## config.mk

```make
export PLATFORM = sky130hd
export DESIGN_NAME = hilo_div_unit
export DESIGN_NICKNAME = d
export VERILOG_FILES = /design/src/rtl/div_pkg.sv /design/src/rtl/div_step.sv /design/src/rtl/hilo_div_unit.sv
export SDC_FILE = /design/constraint.sdc
export NUM_CORES = 1
export LEC_CHECK = 0
export CAP_MARGIN = 20
export CORE_MARGIN = 4
export CORE_UTILIZATION = 52
export DETAILED_ROUTE_END_ITERATION = 10
export PLACE_DENSITY = 0.78
export SLEW_MARGIN = 20
export SYNTH_ARGS = -nofsm -noshare
export SYNTH_HDL_FRONTEND = slang
export SYNTH_SLANG_ARGS = --single-unit
```

## constraint.sdc

```tcl
create_clock -name clk -period 5.1 [get_ports clk]
set_clock_uncertainty 0.15 [all_clocks]
set_input_delay 1.02 -clock clk [delete_from_list [all_inputs] [get_ports clk]]
set_output_delay 1.02 -clock clk [all_outputs]
set_load 0.01 [all_outputs]
```

## src/rtl/div_pkg.sv

```systemverilog
// Shared definitions for the HI/LO divide unit.
//   div_state_e       : controller state encoding
//   DivStart/DivStop  : levels of the execute-stage divide request
//   DivResultReady/DivResultNotReady : levels of the result-valid flag
package div_pkg;

    typedef enum logic [1:0] {
        DivFree   = 2'd0,
        DivByZero = 2'd1,
        DivOn     = 2'd2,
        DivEnd    = 2'd3
    } div_state_e;

    localparam logic DivStart          = 1'b1;
    localparam logic DivStop           = 1'b0;
    localparam logic DivResultReady    = 1'b1;
    localparam logic DivResultNotReady = 1'b0;

endpackage

```

## src/rtl/div_step.sv

```systemverilog
// One combinational restoring-division step.
//   rem_i     : partial remainder entering the step (always < divisor)
//   divisor_i : divisor magnitude
//   bit_i     : next dividend bit shifted into the partial remainder
//   rem_o     : partial remainder after the step
//   q_o       : quotient bit retired by the step
module div_step #(
    parameter int DATA_W = 32
) (
    input  logic [DATA_W-1:0] rem_i,
    input  logic [DATA_W-1:0] divisor_i,
    input  logic              bit_i,
    output logic [DATA_W-1:0] rem_o,
    output logic              q_o
);

    logic [DATA_W-1:0] shifted_lo;
    logic [DATA_W-1:0] diff;

    // The shifted remainder is DATA_W+1 bits wide; the trial subtraction
    // succeeds (no borrow) exactly when it is >= divisor.
    assign q_o        = ({rem_i, bit_i} >= {1'b0, divisor_i});
    assign shifted_lo = {rem_i[DATA_W-2:0], bit_i};
    // On success the true difference is < divisor, so modular DATA_W-bit
    // subtraction on the low bits gives it exactly.
    assign diff       = shifted_lo - divisor_i;
    assign rem_o      = q_o ? diff : shifted_lo;

endmodule

```

## src/rtl/hilo_div_unit.sv

```systemverilog
// Iterative DIV/DIVU unit feeding the execute-stage HI/LO pair.
// LO receives quotient_o, HI receives remainder_o.
//   clk, rst       : clock, asynchronous active-high reset
//   start_i        : request, held high until ready_o is seen
//   signed_i       : 1 = DIV (two's complement), 0 = DIVU
//   dividend_i     : dividend, sampled on the accepting edge
//   divisor_i      : divisor, sampled on the accepting edge
//   annul_i        : flush/cancel, overrides start_i
//   stall_o        : combinational pipeline stall request
//   ready_o        : registered result-valid
//   quotient_o     : registered quotient
//   remainder_o    : registered remainder
//   div_by_zero_o  : registered zero-divisor flag
module hilo_div_unit
    import div_pkg::*;
#(
    parameter int DATA_W         = 32,
    parameter int BITS_PER_CYCLE = 1
) (
    input  logic              clk,
    input  logic              rst,
    input  logic              start_i,
    input  logic              signed_i,
    input  logic [DATA_W-1:0] dividend_i,
    input  logic [DATA_W-1:0] divisor_i,
    input  logic              annul_i,
    output logic              stall_o,
    output logic              ready_o,
    output logic [DATA_W-1:0] quotient_o,
    output logic [DATA_W-1:0] remainder_o,
    output logic              div_by_zero_o
);

    localparam int              CNT_W    = $clog2(DATA_W + 1);
    localparam logic [CNT_W-1:0] CNT_LAST = CNT_W'(DATA_W - BITS_PER_CYCLE);
    localparam logic [CNT_W-1:0] CNT_INC  = CNT_W'(BITS_PER_CYCLE);

    div_state_e        state_q, state_d;
    logic [CNT_W-1:0]  cnt_q;
    logic [DATA_W-1:0] dvd_q;      // dividend shifting out, quotient shifting in
    logic [DATA_W-1:0] dvs_q;
    logic [DATA_W-1:0] rem_q;
    logic              neg_quo_q;
    logic              neg_rem_q;

    logic              active;
    logic              load_ops;
    logic              step_en;
    logic              finish;
    logic              zero_done;
    logic [DATA_W-1:0] rem_last;
    logic [DATA_W-1:0] dvd_last;

    function automatic logic [DATA_W-1:0] abs_val(input logic [DATA_W-1:0] x,
                                                  input logic is_signed);
        logic signed [DATA_W-1:0] xs;
        xs = x;
        // -2^(DATA_W-1) maps onto itself, which is its correct unsigned magnitude.
        return (is_signed && xs < 0) ? DATA_W'(-xs) : x;
    endfunction

    function automatic logic [DATA_W-1:0] apply_sign(input logic [DATA_W-1:0] x,
                                                     input logic neg);
        return neg ? (~x + 1'b1) : x;
    endfunction

    // Step chain: BITS_PER_CYCLE restoring steps per clock.
    for (genvar k = 0; k < BITS_PER_CYCLE; k++) begin : g_step
        logic [DATA_W-1:0] rem_in, dvd_in, rem_out, dvd_out;
        logic              q_bit;
        if (k == 0) begin : g_first
            assign rem_in = rem_q;
            assign dvd_in = dvd_q;
        end else begin : g_next
            assign rem_in = g_step[k-1].rem_out;
            assign dvd_in = g_step[k-1].dvd_out;
        end
        div_step #(.DATA_W(DATA_W)) u_step (
            .rem_i     (rem_in),
            .divisor_i (dvs_q),
            .bit_i     (dvd_in[DATA_W-1]),
            .rem_o     (rem_out),
            .q_o       (q_bit)
        );
        assign dvd_out = {dvd_in[DATA_W-2:0], q_bit};
    end

    assign rem_last = g_step[BITS_PER_CYCLE-1].rem_out;
    assign dvd_last = g_step[BITS_PER_CYCLE-1].dvd_out;

    // State register
    always_ff @(posedge clk or posedge rst) begin
        if (rst) state_q <= DivFree;
        else     state_q <= state_d;
    end

    // Next-state logic; annul_i or a dropped request always returns to idle.
    always_comb begin
        state_d = state_q;
        case (state_q)
            DivFree:   if (active) state_d = (divisor_i == '0) ? DivByZero : DivOn;
            DivOn:     if (!active)    state_d = DivFree;
                       else if (finish) state_d = DivEnd;
            DivByZero: state_d = active ? DivEnd : DivFree;
            DivEnd:    state_d = active ? DivEnd : DivFree;
            default:   state_d = DivFree;
        endcase
    end

    // Control outputs
    always_comb begin
        active    = (start_i == DivStart) && !annul_i;
        load_ops  = (state_q == DivFree) && active;
        step_en   = (state_q == DivOn) && active;
        finish    = step_en && (cnt_q == CNT_LAST);
        zero_done = (state_q == DivByZero) && active;
        stall_o   = start_i && !ready_o && !annul_i;
    end

    always_ff @(posedge clk or posedge rst) begin
        if (rst)           cnt_q <= '0;
        else if (load_ops) cnt_q <= '0;
        else if (step_en)  cnt_q <= cnt_q + CNT_INC;
    end

    // Working operands: reloaded in full on every accept, so an aborted
    // divide leaves nothing behind for the next one.
    always_ff @(posedge clk) begin
        if (load_ops) begin
            dvd_q     <= abs_val(dividend_i, signed_i);
            dvs_q     <= abs_val(divisor_i, signed_i);
            rem_q     <= '0;
            neg_quo_q <= signed_i && (dividend_i[DATA_W-1] ^ divisor_i[DATA_W-1]);
            neg_rem_q <= signed_i && dividend_i[DATA_W-1];
        end else if (step_en) begin
            dvd_q <= dvd_last;
            rem_q <= rem_last;
        end
    end

    // Results; ready_o trails entry into END by one edge.
    always_ff @(posedge clk or posedge rst) begin
        if (rst) begin
            ready_o       <= DivResultNotReady;
            quotient_o    <= '0;
            remainder_o   <= '0;
            div_by_zero_o <= 1'b0;
        end else begin
            ready_o <= ((state_q == DivEnd) && active) ? DivResultReady : DivResultNotReady;
            if (finish) begin
                quotient_o  <= apply_sign(dvd_last, neg_quo_q);
                remainder_o <= apply_sign(rem_last, neg_rem_q);
            end
            if (zero_done) begin
                quotient_o    <= '0;
                remainder_o   <= '0;
                div_by_zero_o <= 1'b1;
            end else if (state_d == DivFree) begin
                div_by_zero_o <= 1'b0;
            end
        end
    end

endmodule

```

## Word-level counts from Yosys, hierarchy flattened

Index checks and enable logic that the tools add are counted.

- $add $sub $neg: 6
- $mul: 0
- Divide/modulo/power cells: 0
- $lt $le $gt $ge: 3
- Equality and inequality tests: 4
- Shifts and indexed selects: 0
- Muxes and demuxes: 22
- Bitwise logic cells: 3
- Reduce and logical (&&, ||, !) cells: 21

Operators with widths:

| kind | number |
|---|---|
| $mux W32 | 11 |
| $add A32 B1 Y32 const B | 2 |
| $lt A32 B1 Y1 const B | 2 |
| $neg A32 Y32 | 2 |
| $not A32 Y32 | 2 |
| $ge A33 B32 Y1 | 1 |
| $logic_not A32 Y1 | 1 |
| $sub A32 B32 Y32 | 1 |
| $logic_and A1 B1 Y1 | 12 |
| $mux W6 | 2 |
| $mux W2 | 5 |
| $add A6 B1 Y6 const B | 1 |
| $eq A6 B5 Y1 const B | 1 |
| $pmux W2 S3 | 1 |
| $reduce_bool A2 Y1 | 3 |
| $eq A2 B2 Y1 const B | 2 |
| $logic_not A2 Y1 | 2 |
| $mux W1 | 3 |
| $eq A2 B1 Y1 const B | 1 |
| $logic_not A1 Y1 | 2 |
| $reduce_or A2 Y1 | 1 |
| $xor A1 B1 Y1 | 1 |

- Register bits: 172
- Bits in latches: 0
- Bits in writable memories: 0
- ROM bits: 0
- Bits of input ports: 69
- Output and inout port bits: 67
- Logic and storage cells: 70
- Memories: 0

## Logic depth before layout (Yosys ltp)

Gate-level depths: netlist (run 1).

- Depth in word-level cells: 10
- Mapped depth: 26
- Depth with buffers taken out: 21

## Hierarchy

Synthesis (run 1) repeated with hierarchy kept, for this count alone.

- Cell total of the unflattened synthesis: 1275
- Area total of the unflattened synthesis: 11208.2 sq um

By module, submodules not included:

| module | times used | cells an instance | area each (sq um) | seq. area each (sq um) |
|---|---|---|---|---|
| hilo_div_unit | 1 | 945 | 8817.2 | 4474.3 |
| div_step | 1 | 330 | 2391.0 | 0.0 |

## Worst setup path after synthesis (run 1)

OpenSTA, ideal clock, no wires.

- Path kind: reg-to-reg
- From: register dvs_q[1]
- To: register remainder_o[30]
- Setup time: 121 ps
- Arrival time: 5124 ps
- Required time: 4829 ps
- Setup slack: -295 ps
- Cell stages (with the launch flop): 25
- Path buffers: 4
- Period minus slack after synthesis: 5395 ps
- Path through: edfxtp_1 -> inv_1 -> ha_1 -> nor2b_1 -> o2111ai_2 -> a2111o_1 -> nand4_2 -> a21o_1 -> buf_6 -> clkbuf_1 -> buf_2 -> buf_2 -> a21oi_1 -> inv_1 -> ha_1 -> nand2_1 -> or4_1 -> a21o_1 -> or2_2 -> or3_1 -> nor3_2 -> a31oi_1 -> o41ai_2 -> xnor2_1 -> a22o_1

- Word-level cells in the longest chain between the ends: 7
- Elaborated cells on any way between the ends: 8
- Classes of those cells: add/sub (2); order compare (1); mux (4); bitwise (1)

RTL lines:

| element | RTL line | RTL |
|---|---|---|
| start, declared | hilo_div_unit.sv:41 | `logic [DATA_W-1:0] dvs_q;` |
| start signal, assigned | hilo_div_unit.sv:131 | `dvs_q <= abs_val(divisor_i, signed_i);` |
| $sub A32 B32 Y32 / $ge A33 B32 Y1 (equally long branches) | div_step.sv:26, div_step.sv:22 |  |
| $mux W32 * | div_step.sv:27 | `assign rem_o = q_o ? diff : shifted_lo;` |
| $not A32 Y32 | hilo_div_unit.sv:64 | `return neg ? (~x + 1'b1) : x;` |
| $add A32 B1 Y32 | hilo_div_unit.sv:64 |  |
| $mux W32 * | hilo_div_unit.sv:64 |  |
| $mux W32 * | hilo_div_unit.sv:150 | `if (finish) begin` |
| $mux W32 * | hilo_div_unit.sv:154 | `if (zero_done) begin` |
| end signal, assigned | hilo_div_unit.sv:152 | `remainder_o <= apply_sign(rem_last, neg_rem_q);` |
| end, declared | hilo_div_unit.sv:30 | `output logic [DATA_W-1:0] remainder_o,` |

Every way passes the cells marked *; elsewhere a longest branch is shown, timed or not. The select of a mux whose other input is x is not followed.
A chain may end at the register's enable or synchronous reset.

## Worst setup path in the final report (run 1)

- From: register rem_q[19] (netlist: g_step[0].rem_in[19])
- To: register remainder_o[30]

- Word-level cells in the longest chain between the ends: 7
- Elaborated cells on any way between the ends: 8
- Classes of those cells: add/sub (2); order compare (1); mux (4); bitwise (1)

RTL lines:

| element | RTL line | RTL |
|---|---|---|
| start, declared | hilo_div_unit.sv:42 | `logic [DATA_W-1:0] rem_q;` |
| start signal, assigned | hilo_div_unit.sv:137 | `rem_q <= rem_last;` |
| $sub A32 B32 Y32 / $ge A33 B32 Y1 (equally long branches) | div_step.sv:26, div_step.sv:22 |  |
| $mux W32 * | div_step.sv:27 |  |
| $not A32 Y32 | hilo_div_unit.sv:64 |  |
| $add A32 B1 Y32 | hilo_div_unit.sv:64 |  |
| $mux W32 * | hilo_div_unit.sv:64 |  |
| $mux W32 * | hilo_div_unit.sv:150 |  |
| $mux W32 * | hilo_div_unit.sv:154 |  |

Marks and branches as above.

==> impl_results.md, run 1 <==
- Mean number of vias per cell: 5.96
- Synth Flop Type: dfrtp_1
- Clock transition at the registers of the reported paths: 70 ps
- Fin worst setup slack: 182 ps
- Type of element capturing the critical path: flop
- Post-Syn Area per Cell: 8.51 sq um
- Outcome: complete, no violations
- P&R area growth vs syn: 24.3%
- DRT Pass-1 Iters: 5
- Fin nets: 1628
- Worst hold slack: 332 ps
- Yosys top cell area share: 17.2%
- Share of post-route cells with drive strength above 1: 11.5%
- Initial antenna violation count: 0
- Post-synth EDFFs: 66
- Final std cells w/o fill: 1814
- Routed wire per std cell: 18.7 um
- Lkg Pwr: 5.73 nW
- Die X: 157 um
- Synth top cells by count: nand2_1, o21ai_0, nor2_1, a21oi_1, xor2_1
- I/O pin count: 136
- First-pass GRT wire length: 52900 um
- Cell variety after synth: 84
- Design area: 0.0143 sq mm
- Vias in the first global route: 9993
- # Max-Cap Violations: 0
- Antenna diodes: 0
- Fmax achieved: 0.203 GHz
- Grt total ovfl: 0
- Core Area: 0.0218 sq mm
- Crit start category: flop
- Routed WL: 33900 um
- CTS root buf: clkbuf_16
- Via count: 10800
- Area of the mapped netlist: 0.0115 sq mm
- Top post-synthesis cells by area: edfxtp_1, dfrtp_1, o21ai_0
- DP Area: 0.0135 sq mm
- Cells after synthesis: 1352
- DP Cell Count: 1780
- Pre-CTS WS: 24.1 ps
- Die Y: 157 um
- CP arrival: 5090 ps
- Tot GR Track Use: 27.1%
- Clock Path Buffers: 2
- Final period util: 96.4%
- Worst VDD drop: 247 uV
- Pin count of the biggest net entering global routing: 61
- Yosys reg bits: 172
- Syn Nets: 1459
- Final hold violation count: 0
- Gpl congestion: 0.971
- Num CTS Buffers: 17
- Worst hold-check path type: flop to flop
- Final count of pins violating max slew: 0
- Final setup viols: 0
- Synth warn: 0
- Detail Placement HPWL: 25300 um
- Slew @ Worst Pin: 1040 ps
- Remaining DRCs: 0
- Starting density of the core: 52.7%
- CP Max Fanout: 8
- CTS Sinks: 172
- CTS tree: yes
- Ys async rst share: 43.0%
- Die area: 0.0246 sq mm
- DR iter-0 viols: 913
- Minimum clock period: 4920 ps
- Hold-fix buffers, CTS: 0
- Input/output buffers: 135
- Slew margin rel.: 30.7%
- Seq/Total Area, Yosys: 38.9%
- Worst skew pair latency: 440 ps
- P per Cell Area: 227 mW/mm^2
- DRT antenna net count: 0
- Synth area leader: edfxtp_1
- Critical Path RT: 5280 ps
- # rows: 54
- H-tree depth: 4
- Most common cell in the netlist: nand2_1
- Setup Crit Path Kind: flop to flop
[stage by stage]
step	util, %	power, mW	setup TNS [ps]
global placement	62.0	1.94	0
global route	65.6	3.37	-103
CTS	64.6	3.25	0
floorplan	-	1.78	0
detailed placement	62.0	1.95	0
finish	65.6	3.25	0
[placed cells by master (no fill, tap or decap), types with 7 or more instances in the layout]
cell type / n
ha_1: 28
a21oi_1: 98
inv_1: 52
o31ai_1: 21
or3_1: 16
o21ai_1: 7
edfxtp_1: 66
dfrtp_1: 74
clkdlybuf4s50_1: 135
a22o_1: 12
xnor2_1: 66
or4_1: 13
nor4_1: 17
and3_1: 10
nand2_1: 184
clkbuf_16: 17
dfxtp_1: 30
nor2_1: 117
nand3_1: 20
nor2b_1: 7
and2_1: 10
o41ai_1: 10
or2_2: 9
nand2b_1: 8
buf_4: 76
xor2_1: 76
nor3_1: 30
a31oi_1: 8
o21ai_0: 137
mux2i_1: 19
inv_6: 7
[registers in the layout, indices dropped and copies added, names as in the netlist, 2 cells and up]
name	cells
state_q	2
g_step.rem_in	32
quotient_o	32
cnt_q	6
dvd_q	32
dvs_q	32
remainder_o	32
[cell families (layout without fill, tap and decap cells)]
family | Yosys count | count (layout) | synth area share (%)
flops | 172 | 172 | 38.9
compound gates | 380 | 380 | 20.3
mux | 26 | 26 | 2.33
simple gates | 475 | 475 | 19.3
buf+inv | 119 | 301 | 4.17
xor+xnor | 142 | 142 | 10.8
fa+ha+maj | 38 | 38 | 4.20
[timing repair]
item | 4_1_cts | 5_1_grt
buffers inserted | 0 | 2
endpoints found under the setup margin | 0 | 10
gates resized for setup | 0 | 46
[final cells by class]
class                      count  area (sq um)
clock buffer                  18           429
clock inverter                14           145
fill                        1820          7520
inverter                      58           220
multi-input combinational   1061          6760
sequential                   172          4480
tap                          280           350
timing repair buffer         211          1920
[report_power, final]
group | leakage (nW) | internal, mW | switching, mW | total, mW
sequential | 1.91 | 1.48 | 0.0259 | 1.50
combinational | 3.55 | 0.188 | 0.252 | 0.441
clock | 0.281 | 0.693 | 0.614 | 1.31
total | 5.73 | 2.36 | 0.893 | 3.25
[worst paths after layout]
kind	from	end	slack, ps	cells after the start
worst min register to register	quotient_o[5]$_DFFE_PP0P_	quotient_o[5]$_DFFE_PP0P_	330	2
worst max-delay path	g_step[0].rem_in[19]$_SDFFE_PP0P_	remainder_o[30]$_DFFE_PP0P_	180	21
max in group asynchronous	rst	remainder_o[7]$_DFFE_PP0P_	2950	3
worst max register to register	g_step[0].rem_in[19]$_SDFFE_PP0P_	remainder_o[30]$_DFFE_PP0P_	180	21
min in group asynchronous	rst	quotient_o[8]$_DFFE_PP0P_	820	2
worst min-delay path	quotient_o[5]$_DFFE_PP0P_	quotient_o[5]$_DFFE_PP0P_	330	2
[routing by layer]
layer	track usage, %	routed length [um]
met3	4.81	2110
met1	38.2	15200
met5	0	0
met2	42.9	15800
met4	7.85	757
[critical path, stage by stage (launching register included)]
cell and delay, ps:
dfxtp_1 410, ha_1 280, a21oi_1 210, o21ai_0 240, a31oi_2 250, o221ai_2 130
a21o_4 250, buf_4 170, nor2_1 100, a21oi_1 60, inv_1 120, ha_4 160
nand2_1 50, or4_4 420, a21o_1 200, or2_4 260, or3_4 390, nor3_4 180
a31oi_1 80, o41ai_2 380, xnor2_1 110, a22o_1 190
(Power assumes the default switching activity.)
==> run 2: changes to the inputs <==
--- a/config.mk
+++ b/config.mk
@@ -7,9 +7,9 @@
 export LEC_CHECK = 0
 export CAP_MARGIN = 20
 export CORE_MARGIN = 4
-export CORE_UTILIZATION = 52
+export CORE_UTILIZATION = 60
 export DETAILED_ROUTE_END_ITERATION = 10
-export PLACE_DENSITY = 0.78
+export PLACE_DENSITY = 0.85
 export SLEW_MARGIN = 20
 export SYNTH_ARGS = -nofsm -noshare
 export SYNTH_HDL_FRONTEND = slang
==> constraint.sdc (replaced) <==
create_clock -name clk -period 5.8 [get_ports clk]
set_clock_uncertainty 0.15 [all_clocks]
set_input_delay 1.16 -clock clk [delete_from_list [all_inputs] [get_ports clk]]
set_output_delay 1.16 -clock clk [all_outputs]
set_load 0.01 [all_outputs]
==> run 2 against run 1 <==
  * Count of clock-buffer cells in the layout grew 1
  * Final cell count shrank 6.0%
  * Wire length shrank 4.9%
  * Flip-flop and latch count is the same
  * Non-clock buffer count shrank 62
  * Register-to-register slack gained 200 ps
  * Utilization grew 7.0 points
  * Combinational power shrank 18%
  * Critical path type unchanged
  * Largest power group unchanged
==> impl_results.md, run 2 (synthesis results as in run 1) <==
- Outcome: complete, no violations
- CP arrival: 5600 ps
- First-pass GRT wire length: 52100 um
- Starting density of the core: 61.3%
- Worst VDD drop: 223 uV
- CP Max Fanout: 7
- H-tree depth: 4
- Final count of pins violating max slew: 0
- Type of element capturing the critical path: flop
- DR iter-0 viols: 942
- Final setup viols: 0
- Antenna diodes: 0
- Fin util: 72.6%
- Grt total ovfl: 0
- Design area: 0.0136 sq mm
- Die area: 0.0215 sq mm
- DP Cell Count: 1674
- Critical Path RT: 5980 ps
- Worst hold-check path type: flop to flop
- Via count: 10700
- Crit-path most repeated cell: ha_1
- DRT antenna net count: 0
- # Max-Cap Violations: 0
- DRT Pass-1 Iters: 7
- Mean number of vias per cell: 6.26
- Worst path slowest cell: a2111o_1
- Clock Power Share: 40.6%
- Clock transition at the registers of the reported paths: 70 ps
- Clock Path Buffers: 2
- Gpl congestion: 0.945
- Share of post-route cells with drive strength above 1: 5.64%
- Num CTS Buffers: 17
- Slew margin rel.: 32.7%
- Sum Neg Setup Slack: 0 ps
- I/O pin count: 136
- Input/output buffers: 135
- Gate power share: 12.8%
- Core Area: 0.0188 sq mm
- Unrepaired setup endpoints after global routing: false
- Sequential share of power: 46.6%
- Initial antenna violation count: 0
- CTS Sinks: 172
- Die X: 147 um
- Crit start category: flop
- DP Area: 0.0130 sq mm
- Final period util: 93.5%
- Post-CTS Setup Bufs: 0
- Vias in the first global route: 10200
- Fill cells: 1428
- Die Y: 147 um
- Remaining DRCs: 0
- Routed wire per std cell: 18.9 um
- # rows: 50
- Most frequent cells in the layout: nand2_1, o21ai_0, clkdlybuf4s50_1
- P per Cell Area: 208 mW/mm^2
- Setup Crit Path Kind: flop to flop
- Fmax achieved: 0.184 GHz
- Critical R2R Launch: g_step[0].rem_in[0]$_SDFFE_PP0P_
- Lkg Pwr: 5.41 nW
- P&R area growth vs syn: 18.3%
- Fin nets: 1566
- Critical path, cell by cell: ha_1, nor2b_1, o2111ai_2, a2111o_1, nand4_2, a21o_2, mux2i_1, ha_1, nand2_1, or4_1, a21o_1, or2_2, or3_1, nor3_2, a31oi_1, o41ai_2, xnor2_1, a22o_1
- Final hold violation count: 0
- CP startpoint: g_step[0].rem_in[0]$_SDFFE_PP0P_
- Worst path max stage delay: 510 ps
- Pin count of the biggest net entering global routing: 61
- Worst skew pair latency: 440 ps
- Detail Placement HPWL: 23900 um
- Minimum clock period: 5420 ps
- Tot GR Track Use: 29.8%
- Sw power: 762 uW
- Most common cell after layout, fill and taps aside: nand2_1
- Hold-fix buffers, CTS: 0
- Int Pwr: 2.07 mW
- HP Start: remainder_o[20]$_DFFE_PP0P_
- Routed WL: 32200 um
- CTS tree: yes
- Switching share of total power: 26.9%
- Final std cells w/o fill: 1706
- Slew @ Worst Pin: 1010 ps
- CTS root buf: clkbuf_16
==> run 2: layout make-up <==
| type | instances | area [sq um] | area share (%) |
|---|---|---|---|
| clock buffers | 19 | 453 | 3.33 |
| clock inverters | 13 | 128 | 0.937 |
| inverters | 58 | 220 | 1.62 |
| multi-input cells | 1061 | 6580 | 48.3 |
| flip-flops and latches | 172 | 4470 | 32.9 |
| well taps | 234 | 293 | 2.15 |
| repair buffers | 149 | 1470 | 10.8 |
==> run 2: stage by stage <==
stage	total power [mW]	hold WS, ps	setup WS, ps
floorplan	1.56	300	405
global placement	1.69	311	573
detailed placement	1.70	319	437
CTS	2.83	334	312
global route	2.93	365	84.6
finish	2.83	328	378
==> run 2: worst max-delay path, delay by kind of cell (launching register included) <==
kind            cells  cell delay (ps)
compound gates      7             1940
fa+ha+maj           2              600
simple gates        7             1800
mux                 1              320
xor+xnor            1              110
flops               1              380
==> run 2: path summary, 6_finish.rpt <==
kind	to	slack [ps]	depth (start not counted)
max	remainder_o[30]$_DFFE_PP0P_	380	18
min	remainder_o[20]$_DFFE_PP0P_	330	2
max reg2reg	remainder_o[30]$_DFFE_PP0P_	380	18
min reg2reg	remainder_o[20]$_DFFE_PP0P_	330	2
max in group asynchronous	quotient_o[31]$_DFFE_PP0P_	3470	3
min in group asynchronous	quotient_o[5]$_DFFE_PP0P_	1020	2
==> run 2: routing by layer <==
metal / vias up / part of all wire (%) / track usage [%]
met1: 5111 / 44 / 40.8
met3: 47 / 6.5 / 5.09
met2: 458 / 48 / 48.9
met4: 0 / 1.9 / 8.84
li1: 5069 / - / -
met5: - / 0 / 0
==> run 2: timing repair <==
| item | in CTS | in global routing |
|---|---|---|
| setup endpoints to repair | 0 | 3 |
| hold endpoints to repair | 0 | 0 |
| gates resized for setup | 0 | 3 |
==> run 2: power groups by stage <==
| stage | combinational, mW | sequential (mW) | clock, mW |
|---|---|---|---|
| finish | 0.363 | 1.32 | 1.15 |
| CTS | 0.359 | 1.32 | 1.15 |
| floorplan | 0.225 | 1.34 | 0 |
| global route | 0.399 | 1.32 | 1.20 |
| global placement | 0.346 | 1.34 | 0 |
| detailed placement | 0.355 | 1.35 | 0 |
==> run 3: changes to the inputs <==
--- a/config.mk
+++ b/config.mk
@@ -9,8 +9,10 @@
 export CORE_MARGIN = 4
 export CORE_UTILIZATION = 60
 export DETAILED_ROUTE_END_ITERATION = 10
+export GPL_ROUTABILITY_DRIVEN = 0
 export PLACE_DENSITY = 0.85
-export SLEW_MARGIN = 20
+export SKIP_CTS_REPAIR_TIMING = 1
+export SLEW_MARGIN = 10
 export SYNTH_ARGS = -nofsm -noshare
 export SYNTH_HDL_FRONTEND = slang
 export SYNTH_SLANG_ARGS = --single-unit
==> run 3 against run 2 <==
  * Power down 1.2%
  * Largest cell class unchanged
  * Register-to-register slack better by 20 ps
  * Final cell count about the same
  * Critical endpoint unchanged
  * Highest routed layer unchanged
  * First-iteration DRC count up 8.2%
  * Non-clock buffer count down 1
  * Via count up 0.54%
  * Sequential share of layout area about the same
  * Fmax up 0.35%
==> impl_results.md, run 3 (synthesis results as in run 1) <==
- Outcome: complete, no violations
- Final period util: 93.2%
- # rows: 50
- Clock Path Buffers: 2
- Critical Path RT: 5980 ps
- Fill cells: 1432
- # Max-Cap Violations: 0
- Fin nets: 1565
- DRT Pass-1 Iters: 6
- Minimum clock period: 5400 ps
- DRT antenna net count: 0
- Hold path cells: 2
- Die Y: 147 um
- Tot GR Track Use: 28.3%
- Worst path max stage delay: 480 ps
- Detail Placement HPWL: 22700 um
- Most frequent cells in the layout: nand2_1, o21ai_0, clkdlybuf4s50_1
- Starting density of the core: 61.3%
- Worst skew pair latency: 450 ps
- Worst hold-check path type: flop to flop
- DR iter-0 viols: 1019
- First-pass GRT wire length: 49800 um
- Final count of pins violating max slew: 0
- Final setup viols: 0
- FF-to-FF path depth: 18
- Remaining DRCs: 0
- Routed WL: 31200 um
- Num CTS Buffers: 17
- Vias in the first global route: 9909
- Worst path slowest cell: or4_1
- I/O pin count: 136
- Type of element capturing the critical path: flop
- CTS tree: yes
- Final hold violation count: 0
- Slew margin rel.: 32.9%
- Setup Crit Path Kind: flop to flop
- P&R area growth vs syn: 18.1%
- P per Cell Area: 206 mW/mm^2
- H-tree depth: 4
- Slew @ Worst Pin: 1010 ps
- Worst VDD drop: 207 uV
- Mean number of vias per cell: 6.30
- Die area: 0.0215 sq mm
- Initial antenna violation count: 0
- Antenna diodes: 0
- Clock transition at the registers of the reported paths: 70 ps
- Die X: 147 um
- Unrepaired setup endpoints after global routing: false
- Lkg Pwr: 5.41 nW
- Share of post-route cells with drive strength above 1: 5.37%
- CTS Sinks: 172
- Top delay family on crit path: simple AND/OR/NAND/NOR gates
- CTS root buf: clkbuf_16
- Input/output buffers: 135
- Fmax achieved: 0.185 GHz
- Core Area: 0.0188 sq mm
- Via count: 10700
- Crit start category: flop
- Routed wire per std cell: 18.3 um
- Most common cell after layout, fill and taps aside: nand2_1
- Sum Neg Setup Slack: 0 ps
- Critical path, cell by cell: ha_1, and2_1, nand3_4, a2111o_1, nand4_2, a21o_1, mux2i_1, ha_1, nand2_1, or4_1, a21o_1, or2_2, or3_1, nor3_2, a31oi_1, o41ai_2, xnor2_1, a22o_1
- PnR Total Power: 2.80 mW
- CP Max Fanout: 8
- Crit path buf inv count: 0
- CP arrival: 5590 ps
- Stages on the worst setup path: 18
- Grt total ovfl: 0
- Pin count of the biggest net entering global routing: 66
==> run 3: cell types whose count changed in the layout (fill, tap and decap cells not counted), sizes merged <==
cell | before | now
clkinv | 5 | 6
inv | 64 | 66
buf | 14 | 13
clkbuf | 19 | 17
bufinv | 1 | 0
==> run 3: cell type report <==
| type | count | area [sq um] | share of cell area, % |
|---|---|---|---|
| Multi-Input combinational cell | 1061 | 6580 | 48.3 |
| Tap cell | 234 | 293 | 2.15 |
| Clock buffer | 17 | 425 | 3.13 |
| Clock inverter | 15 | 150 | 1.10 |
| Inverter | 58 | 220 | 1.62 |
| Timing Repair Buffer | 148 | 1460 | 10.7 |
| Sequential cell | 172 | 4470 | 32.9 |
==> run 3: final timing paths <==
path,endpoint,slack [ps],startpoint
min reg2reg,remainder_o[17]$_DFFE_PP0P_,320,remainder_o[17]$_DFFE_PP0P_
min,remainder_o[17]$_DFFE_PP0P_,320,remainder_o[17]$_DFFE_PP0P_
max,remainder_o[30]$_DFFE_PP0P_,400,g_step[0].rem_in[6]$_SDFFE_PP0P_
max in group asynchronous,cnt_q[0]$_DFFE_PP0P_,3540,rst
max reg2reg,remainder_o[30]$_DFFE_PP0P_,400,g_step[0].rem_in[6]$_SDFFE_PP0P_
min in group asynchronous,quotient_o[8]$_DFFE_PP0P_,920,rst
==> run 3: routing by layer <==
| metal | share of wire [%] | global-route usage, % | vias to the layer above |
|---|---|---|---|
| li1 | - | - | 5073 |
| met4 | 3.9 | 12.8 | 0 |
| met5 | 0 | 0 | - |
| met3 | 7.9 | 4.97 | 112 |
| met1 | 42 | 38.4 | 5004 |
| met2 | 46 | 44.6 | 554 |
==> run 3: report_power, final <==
part           internal, mW  switching (mW)  total [mW]
clock network         0.572           0.551        1.12
registers              1.30          0.0228        1.32
logic                 0.148           0.208       0.356
==> run 3: per-stage QoR <==
step	worst slack [ps]	cells	utilization (%)	instance area [sq um]	hold slack, ps
after floorplan	405	1352	-	11500	300
after global routing	131	1705	72.5	13600	357
after detailed placement	502	1672	69.3	13000	319
after CTS	470	1704	72.4	13600	336
final	397	1705	72.5	13600	325
after global placement	642	1672	69.3	13000	312
==> run 3: worst reg2reg max path: stages, from the launching register on <==
cell and delay [ps]:
dfxtp_1 380, ha_1 430, and2_1 360, nand3_4 130, a2111o_1 390, nand4_2 140
a21o_1 260, mux2i_1 300, ha_1 260, nand2_1 80, or4_1 480, a21o_1 240
or2_2 320, or3_1 390, nor3_2 190, a31oi_1 90, o41ai_2 400, xnor2_1 100
a22o_1 190
